## config.mk

```make
export PLATFORM = sky130hd
export DESIGN_NAME = wb_mem_arbiter
export DESIGN_NICKNAME = d
export VERILOG_FILES = /design/src/rtl/wb_mem_arbiter.sv
export SDC_FILE = /design/constraint.sdc
export NUM_CORES = 1
export LEC_CHECK = 0
export CORE_AREA = 4 4 118 120
export DETAILED_ROUTE_END_ITERATION = 12
export DIE_AREA = 0 0 122 124
export PLACE_DENSITY_LB_ADDON = 0.25
export RECOVER_POWER = 100
export SYNTH_ARGS = -nofsm -noshare
export SYNTH_HDL_FRONTEND = slang
export SYNTH_SLANG_ARGS = --single-unit
```

## constraint.sdc

```tcl
create_clock -name i_clk -period 4.39 [get_ports i_clk]
set_clock_uncertainty 0.2 [all_clocks]
set_input_delay 0.878 -clock i_clk [delete_from_list [all_inputs] [get_ports i_clk]]
set_output_delay 0.878 -clock i_clk [all_outputs]
set_load 0.05 [all_outputs]
```

## src/rtl/wb_mem_arbiter.sv

```systemverilog
// Two-master pipelined Wishbone arbiter (m0 load/store, m1 fetch) in front of one slave.
// Define ARB_ROUND_ROBIN_EN to alternate grants in IDLE when both masters request.
module wb_mem_arbiter #(
  parameter int AW      = 32,
  parameter int DW      = 32,
  parameter int MAX_OUT = 4
) (
  input  logic          i_clk,
  input  logic          i_reset,
  input  logic          i_m0_stb,
  input  logic          i_m0_we,
  input  logic [AW-1:0] i_m0_addr,
  input  logic [DW-1:0] i_m0_data,
  input  logic [2:0]    i_m0_sel,
  output logic [DW-1:0] o_m0_data,
  output logic          o_m0_ack,
  output logic          o_m0_stall,
  input  logic          i_m1_stb,
  input  logic          i_m1_we,
  input  logic [AW-1:0] i_m1_addr,
  input  logic [DW-1:0] i_m1_data,
  input  logic [2:0]    i_m1_sel,
  output logic [DW-1:0] o_m1_data,
  output logic          o_m1_ack,
  output logic          o_m1_stall,
  output logic          o_s_stb,
  output logic          o_s_we,
  output logic [AW-1:0] o_s_addr,
  output logic [DW-1:0] o_s_data,
  output logic [2:0]    o_s_sel,
  input  logic [DW-1:0] i_s_data,
  input  logic          i_s_ack,
  input  logic          i_s_stall,
  output logic          o_err
);

  // state | meaning
  // IDLE  | no grant; both masters stalled, arbitration happens here
  // G0    | m0 owns the slave until it drops stb with nothing outstanding
  // G1    | m1 owns the slave until it drops stb with nothing outstanding
  typedef enum logic [1:0] {S_IDLE, S_G0, S_G1} state_t;

  localparam logic [3:0] LP_MAX = 4'(MAX_OUT);

  state_t     r_state, w_state_next;
  logic [3:0] r_cnt, w_cnt_next;
  logic       r_err;
  logic       w_g0, w_g1, w_full, w_accept, w_ack_ok;
`ifdef ARB_ROUND_ROBIN_EN
  logic       r_last, w_last_next;  // 0 = m0 last released, 1 = m1
`endif

  assign w_g0   = (r_state == S_G0);
  assign w_g1   = (r_state == S_G1);
  assign w_full = (r_cnt == LP_MAX);

  assign o_s_stb  = ((w_g0 & i_m0_stb) | (w_g1 & i_m1_stb)) & ~w_full;
  assign o_s_we   = w_g1 ? i_m1_we   : i_m0_we;
  assign o_s_addr = w_g1 ? i_m1_addr : i_m0_addr;
  assign o_s_data = w_g1 ? i_m1_data : i_m0_data;
  assign o_s_sel  = w_g1 ? i_m1_sel  : i_m0_sel;

  assign o_m0_stall = ~w_g0 | i_s_stall | w_full;
  assign o_m1_stall = ~w_g1 | i_s_stall | w_full;

  // Acks with nothing outstanding are swallowed and flagged instead of routed
  assign w_accept = o_s_stb & ~i_s_stall;
  assign w_ack_ok = i_s_ack & (r_cnt != 4'd0) & (w_g0 | w_g1);
  assign o_m0_ack = w_ack_ok & w_g0;
  assign o_m1_ack = w_ack_ok & w_g1;
  assign o_m0_data = i_s_data;
  assign o_m1_data = i_s_data;
  assign o_err     = r_err;

  always_comb begin
    w_cnt_next = r_cnt;
    case ({w_accept, w_ack_ok})
      2'b10:   w_cnt_next = r_cnt + 4'd1;
      2'b01:   w_cnt_next = r_cnt - 4'd1;
      default: w_cnt_next = r_cnt;
    endcase
  end

  always_comb begin
    w_state_next = r_state;
`ifdef ARB_ROUND_ROBIN_EN
    w_last_next = r_last;
`endif
    case (r_state)
      S_IDLE: begin
`ifdef ARB_ROUND_ROBIN_EN
        if (i_m0_stb && i_m1_stb) w_state_next = r_last ? S_G0 : S_G1;
        else
`endif
        if (i_m0_stb)      w_state_next = S_G0;
        else if (i_m1_stb) w_state_next = S_G1;
      end
      S_G0: begin
        if (!i_m0_stb && (w_cnt_next == 4'd0)) begin
          w_state_next = i_m1_stb ? S_G1 : S_IDLE;
`ifdef ARB_ROUND_ROBIN_EN
          w_last_next = 1'b0;
`endif
        end
      end
      S_G1: begin
        if (!i_m1_stb && (w_cnt_next == 4'd0)) begin
          w_state_next = i_m0_stb ? S_G0 : S_IDLE;
`ifdef ARB_ROUND_ROBIN_EN
          w_last_next = 1'b1;
`endif
        end
      end
      default: w_state_next = S_IDLE;
    endcase
  end

  always_ff @(posedge i_clk or posedge i_reset) begin
    if (i_reset) begin
      r_state <= S_IDLE;
      r_cnt   <= 4'd0;
      r_err   <= 1'b0;
`ifdef ARB_ROUND_ROBIN_EN
      r_last  <= 1'b1;
`endif
    end else begin
      r_state <= w_state_next;
      r_cnt   <= w_cnt_next;
      r_err   <= r_err | (i_s_ack & ~w_ack_ok);
`ifdef ARB_ROUND_ROBIN_EN
      r_last  <= w_last_next;
`endif
    end
  end

endmodule
```

### Word level (Yosys, flattened, before mapping)

Cells that the tools add are included.

* flip-flop bits (word level): 7
* input port bits: 174
* output and inout port bits: 138
* word-level logic and storage cells: 54

* add/sub/neg operators: 2
* eq/ne operators: 8
* mux-type cells: 12
* bitwise logic cells: 21
* reductions and logical operators: 8

Operators with widths (number)
* $mux 32: 2
* $mux 2: 5
* $and 1x1->1: 9
* $pmux 4 s2: 1
* $or 1x1->1: 7
* $pmux 2 s3: 1
* $not 1->1: 5
* $add 4x1->4 const B: 1
* $eq 2x1->1 const B: 2
* $eq 2x2->1 const B: 2
* $eq 4x3->1 const B: 1
* $logic_not 4->1: 1
* $ne 2x1->1 const B: 2
* $reduce_bool 4->1: 1
* $sub 4x1->4 const B: 1
* $mux 3: 1
* $ne 3x3->1 const B: 1
* $reduce_and 3->1: 1
* $logic_and 1x1->1: 2
* $logic_not 1->1: 2
* $logic_not 2->1: 1
* $mux 1: 2

### Depth between registers and ports, before layout

* depth after elaboration: 11
* depth in mapped cells: 13
* depth with buffers taken out: 12

### Worst setup path before layout

OpenSTA, ideal clock, no wires.

* path type: register -> output
* from: register r_state[0]
* to: output o_s_stb
* data arrival time: 2.190 ns
* data required time: 3.312 ns
* setup slack: 1.122 ns
* stages on the path, launching flop included: 6
* buffers on the path: 1
* path through: dfrtp_1 inv_1 ha_1 clkbuf_1 a22o_1 a21boi_0

* word-level cells in the longest chain between the ends: 4
* elaborated cells on any way between the ends: 6
* those cells by class: eq/ne: 2; bitwise: 4

Ends and longest elaborated chain
* start: declaration: line 45 `state_t r_state, w_state_next;`
* start signal: assignment: line 127 `r_state <= w_state_next;`
* $eq 2x1->1 / $eq 2x2->1 (equally long branches): line 53, 54
* $and 1x1->1: line 57 `assign o_s_stb = ((w_g0 & i_m0_stb) | (w_g1 & i_m1_stb)) & ~w_full;`
* $or 1x1->1 (*): line 57
* $and 1x1->1 (*): line 57
* end: declaration: line 26 `output logic o_s_stb,`

Every way passes the cells marked *; elsewhere a longest branch is shown, timed or not.

### Worst setup path after layout

* from: register r_state[0]
* to: output o_s_data[31]

* word-level cells in the longest chain between the ends: 2

Ends and longest elaborated chain
* $eq 2x2->1: line 54 `assign w_g1 = (r_state == S_G1);`
* $mux 32: line 60 `assign o_s_data = w_g1 ? i_m1_data : i_m0_data;`
* end: declaration: line 29 `output logic [DW-1:0] o_s_data,`

No other way between the ends.

==> reports/results.ini <==
[timing]
worst-slew-pin-transition_ns = 0.7495
timing.final.crit_share = 0.9173
timing.final.max_slew_violations = 0
final_critical_path_setup_slack_ns = 0.3631
report.final.hold_viol_count = 0
tns_ns = 0
max_slew_margin = 0.5004
achievable-frequency_mhz = 248.3
finalWorstPathRequiredPeriod_ns = 4.027
worst_hold_slack_ns = 0.2760
setup_viol = 0
grt_setup_unrepaired = no

[placed_design]
placed_area_mm2 = 0.003805
io_buffer_count = 215
detailed_place_hpwl_um = 7796
place_ws_ns = 0.2925
replace_congestion = 0.7410

[route]
drt_drc_violations_left = 0
drt_pre_antenna_iters = 4
post_drt_via_cell_ratio = 3.766
dr.first_iter.drc_count = 33
route.antenna.remaining_nets = 0
drt_wl_total_um = 8643
num_vias = 2000
avgRoutedWirePerCell_um = 16.28

[logic_synthesis]
yosysSeqAreaShare = 0.09126
synth_edf_count = 0
most_used_dff_post_synth = sky130_fd_sc_hd__dfrtp_1
ys_async_sr_fraction = 1.000
netlist-cell-type-count = 35
synth_area_mm2 = 0.001919
syn_avg_cell_area_um2 = 9.228
mappedNetlistNets = 389
yosys_register_bits = 7
yosysWarningCount = 0
syn-instance-count = 208

[worst_setup_path]
required_ns = 3.31
crit_fanout = 30
crit_type = register to output port
worstSetupEndpointType = output port
start_kind = register
cp.arrival_ns = 2.95

[global_routing]
grt_pass1_vias = 2152
remaining_global_route_overflow = 0
largest_net_degree_at_the_start_of_global_routing = 31
grt_first_pass_wirelength_um = 11890
global_route.usage.total = 0.1019
initial_antenna_violation_count = 0

[clock_tree]
cts.htree.levels = 1
tritoncts.num_buffers = 3
clock_root_cell = sky130_fd_sc_hd__clkbuf_16
cts_repair_resize_count = 0
cts_post_setup_buffers_inserted = 0
cts_tree = built
worst_setup_hold_path_clk_slew_ns = 0.03
maximum_number_of_buffers_from_clock_root_to_sink = 2
clock_sinks = 7
insertion_delay_ns = 0.23
hold_buffers = 0

[layout]
nFillCells = 1398
area_growth_from_synthesis_to_layout_pct = 101.4
drive_gt1_frac = 0.2282
stdcell_area_mm2 = 0.003866
seq_area_um2 = 175.2
antenna_cells = 0
multi_input_comb_area_mm2 = 0.001182
nNetsFinal = 537

[die]
number_of_top_level_pins = 312
effective_utilization_at_floorplan = 0.1479
die_width_um = 122
rows = 42
core_area_mm2 = 0.01298
dieArea_mm2 = 0.01513
die_y_um = 124

[job]
cap_violations = 0

[status]
run_status = complete, no violations

[power_and_ir_drop]
max-vdd-ir-drop_mv = 0.2578
power_density_mw_per_mm2 = 541.5
power_leakage_nw = 1.439

[hold_path]
hp-class = register to register

-- layer usage --
| metal | vias to the layer above | global-route usage | share of wire |
|---|---|---|---|
| met3 | 18 | 0.03542 | 0.10 |
| met1 | 893 | 0.1272 | 0.40 |
| met4 | 0 | 0.01961 | 0.011 |
| met5 | - | 0 | 0 |
| met2 | 144 | 0.1713 | 0.49 |
| li1 | 945 | - | - |
-- where the power goes --
part / switching, mW / total (mW) / internal [mW]
Sequential: 0.0451 / 0.139 / 0.0944
Combinational: 1.10 / 1.80 / 0.703
Clock: 0.0350 / 0.156 / 0.121
Total: 1.18 / 2.09 / 0.918
-- per-stage QoR --
step / utilization / power, mW / instances
2_1_floorplan: - / 1.571 / 208
3_3_place_gp: 0.2931 / 2.035 / 527
3_5_place_dp: 0.2931 / 2.046 / 527
4_1_cts: 0.2992 / 2.216 / 531
5_1_grt: 0.2979 / 2.207 / 531
6_report: 0.2979 / 2.093 / 531
-- cells in the mapped netlist, types with 2 or more instances --
cell type / n / share of area
sky130_fd_sc_hd__a21oi_1: 4 / 0.010
sky130_fd_sc_hd__and2_1: 2 / 0.0065
sky130_fd_sc_hd__buf_4: 64 / 0.25
sky130_fd_sc_hd__clkbuf_1: 8 / 0.016
sky130_fd_sc_hd__dfrtp_1: 7 / 0.091
sky130_fd_sc_hd__ha_1: 7 / 0.046
sky130_fd_sc_hd__inv_1: 8 / 0.016
sky130_fd_sc_hd__mux2_2: 69 / 0.40
sky130_fd_sc_hd__mux2i_1: 2 / 0.010
sky130_fd_sc_hd__nand2_1: 5 / 0.0098
sky130_fd_sc_hd__nor2_1: 6 / 0.012
sky130_fd_sc_hd__or3_1: 2 / 0.0065
sky130_fd_sc_hd__xnor2_1: 2 / 0.0091
-- sequential cells by signal, indices dropped and copies added, names as in the netlist --
name     flops
o_err        1
r_cnt        4
r_state      2
-- cell families after synthesis --
logic type,Yosys count,share of synthesized area
xor+xnor,3,0.01369
buf+inv,82,0.2901
fa+ha+maj,7,0.04563
mux,72,0.4231
compound gates,15,0.07432
flops,7,0.09127
simple gates,22,0.06193
-- area by class of cell --
cell class,instances,share of cell area
Inverter,8,0.007767
Tap cell,176,0.05696
Sequential cell,7,0.04531
Multi-Input combinational cell,119,0.3058
Clock buffer,4,0.02039
Timing Repair Buffer,217,0.5638
-- cells in the final DEF, fill, tap and decap left out, types with 2 or more instances in the layout --
| master | n |
|---|---|
| sky130_fd_sc_hd__clkdlybuf4s50_1 | 140 |
| sky130_fd_sc_hd__dlygate4sd3_1 | 75 |
| sky130_fd_sc_hd__mux2_2 | 69 |
| sky130_fd_sc_hd__inv_1 | 8 |
| sky130_fd_sc_hd__dfrtp_1 | 7 |
| sky130_fd_sc_hd__nor2_1 | 6 |
| sky130_fd_sc_hd__ha_1 | 6 |
| sky130_fd_sc_hd__nand2_1 | 5 |
| sky130_fd_sc_hd__a21oi_1 | 4 |
| sky130_fd_sc_hd__clkbuf_16 | 3 |
| sky130_fd_sc_hd__mux2i_1 | 2 |
| sky130_fd_sc_hd__xnor2_1 | 2 |
| sky130_fd_sc_hd__o211ai_1 | 2 |
| sky130_fd_sc_hd__and2_1 | 2 |
| sky130_fd_sc_hd__or3_1 | 2 |
-- critical path: stages (launching register included) --
cell and delay, ns:
sky130_fd_sc_hd__dfrtp_1 0.39, sky130_fd_sc_hd__inv_1 0.11, sky130_fd_sc_hd__ha_2 0.68, sky130_fd_sc_hd__buf_4 0.36
sky130_fd_sc_hd__mux2_2 0.36, sky130_fd_sc_hd__dlygate4sd3_1 0.79
-- path summary, 6_finish.rpt --
path | from | endpoint | slack, ns | cells past startpoint
worst max-delay path | r_state[0]$_DFFE_PP0P_ | o_s_data[31] | 0.36 | 5
worst min-delay path | o_err$_DFF_PP0_ | o_err$_DFF_PP0_ | 0.28 | 1
worst max register to register | r_state[0]$_DFFE_PP0P_ | r_state[1]$_DFFE_PP0P_ | 0.57 | 10
worst min register to register | o_err$_DFF_PP0_ | o_err$_DFF_PP0_ | 0.28 | 1
max in group asynchronous | i_reset | r_state[1]$_DFFE_PP0P_ | 2.93 | 2
min in group asynchronous | i_reset | r_cnt[2]$_DFF_PP0_ | 0.84 | 2
Power figures use the tool's default switching activity.
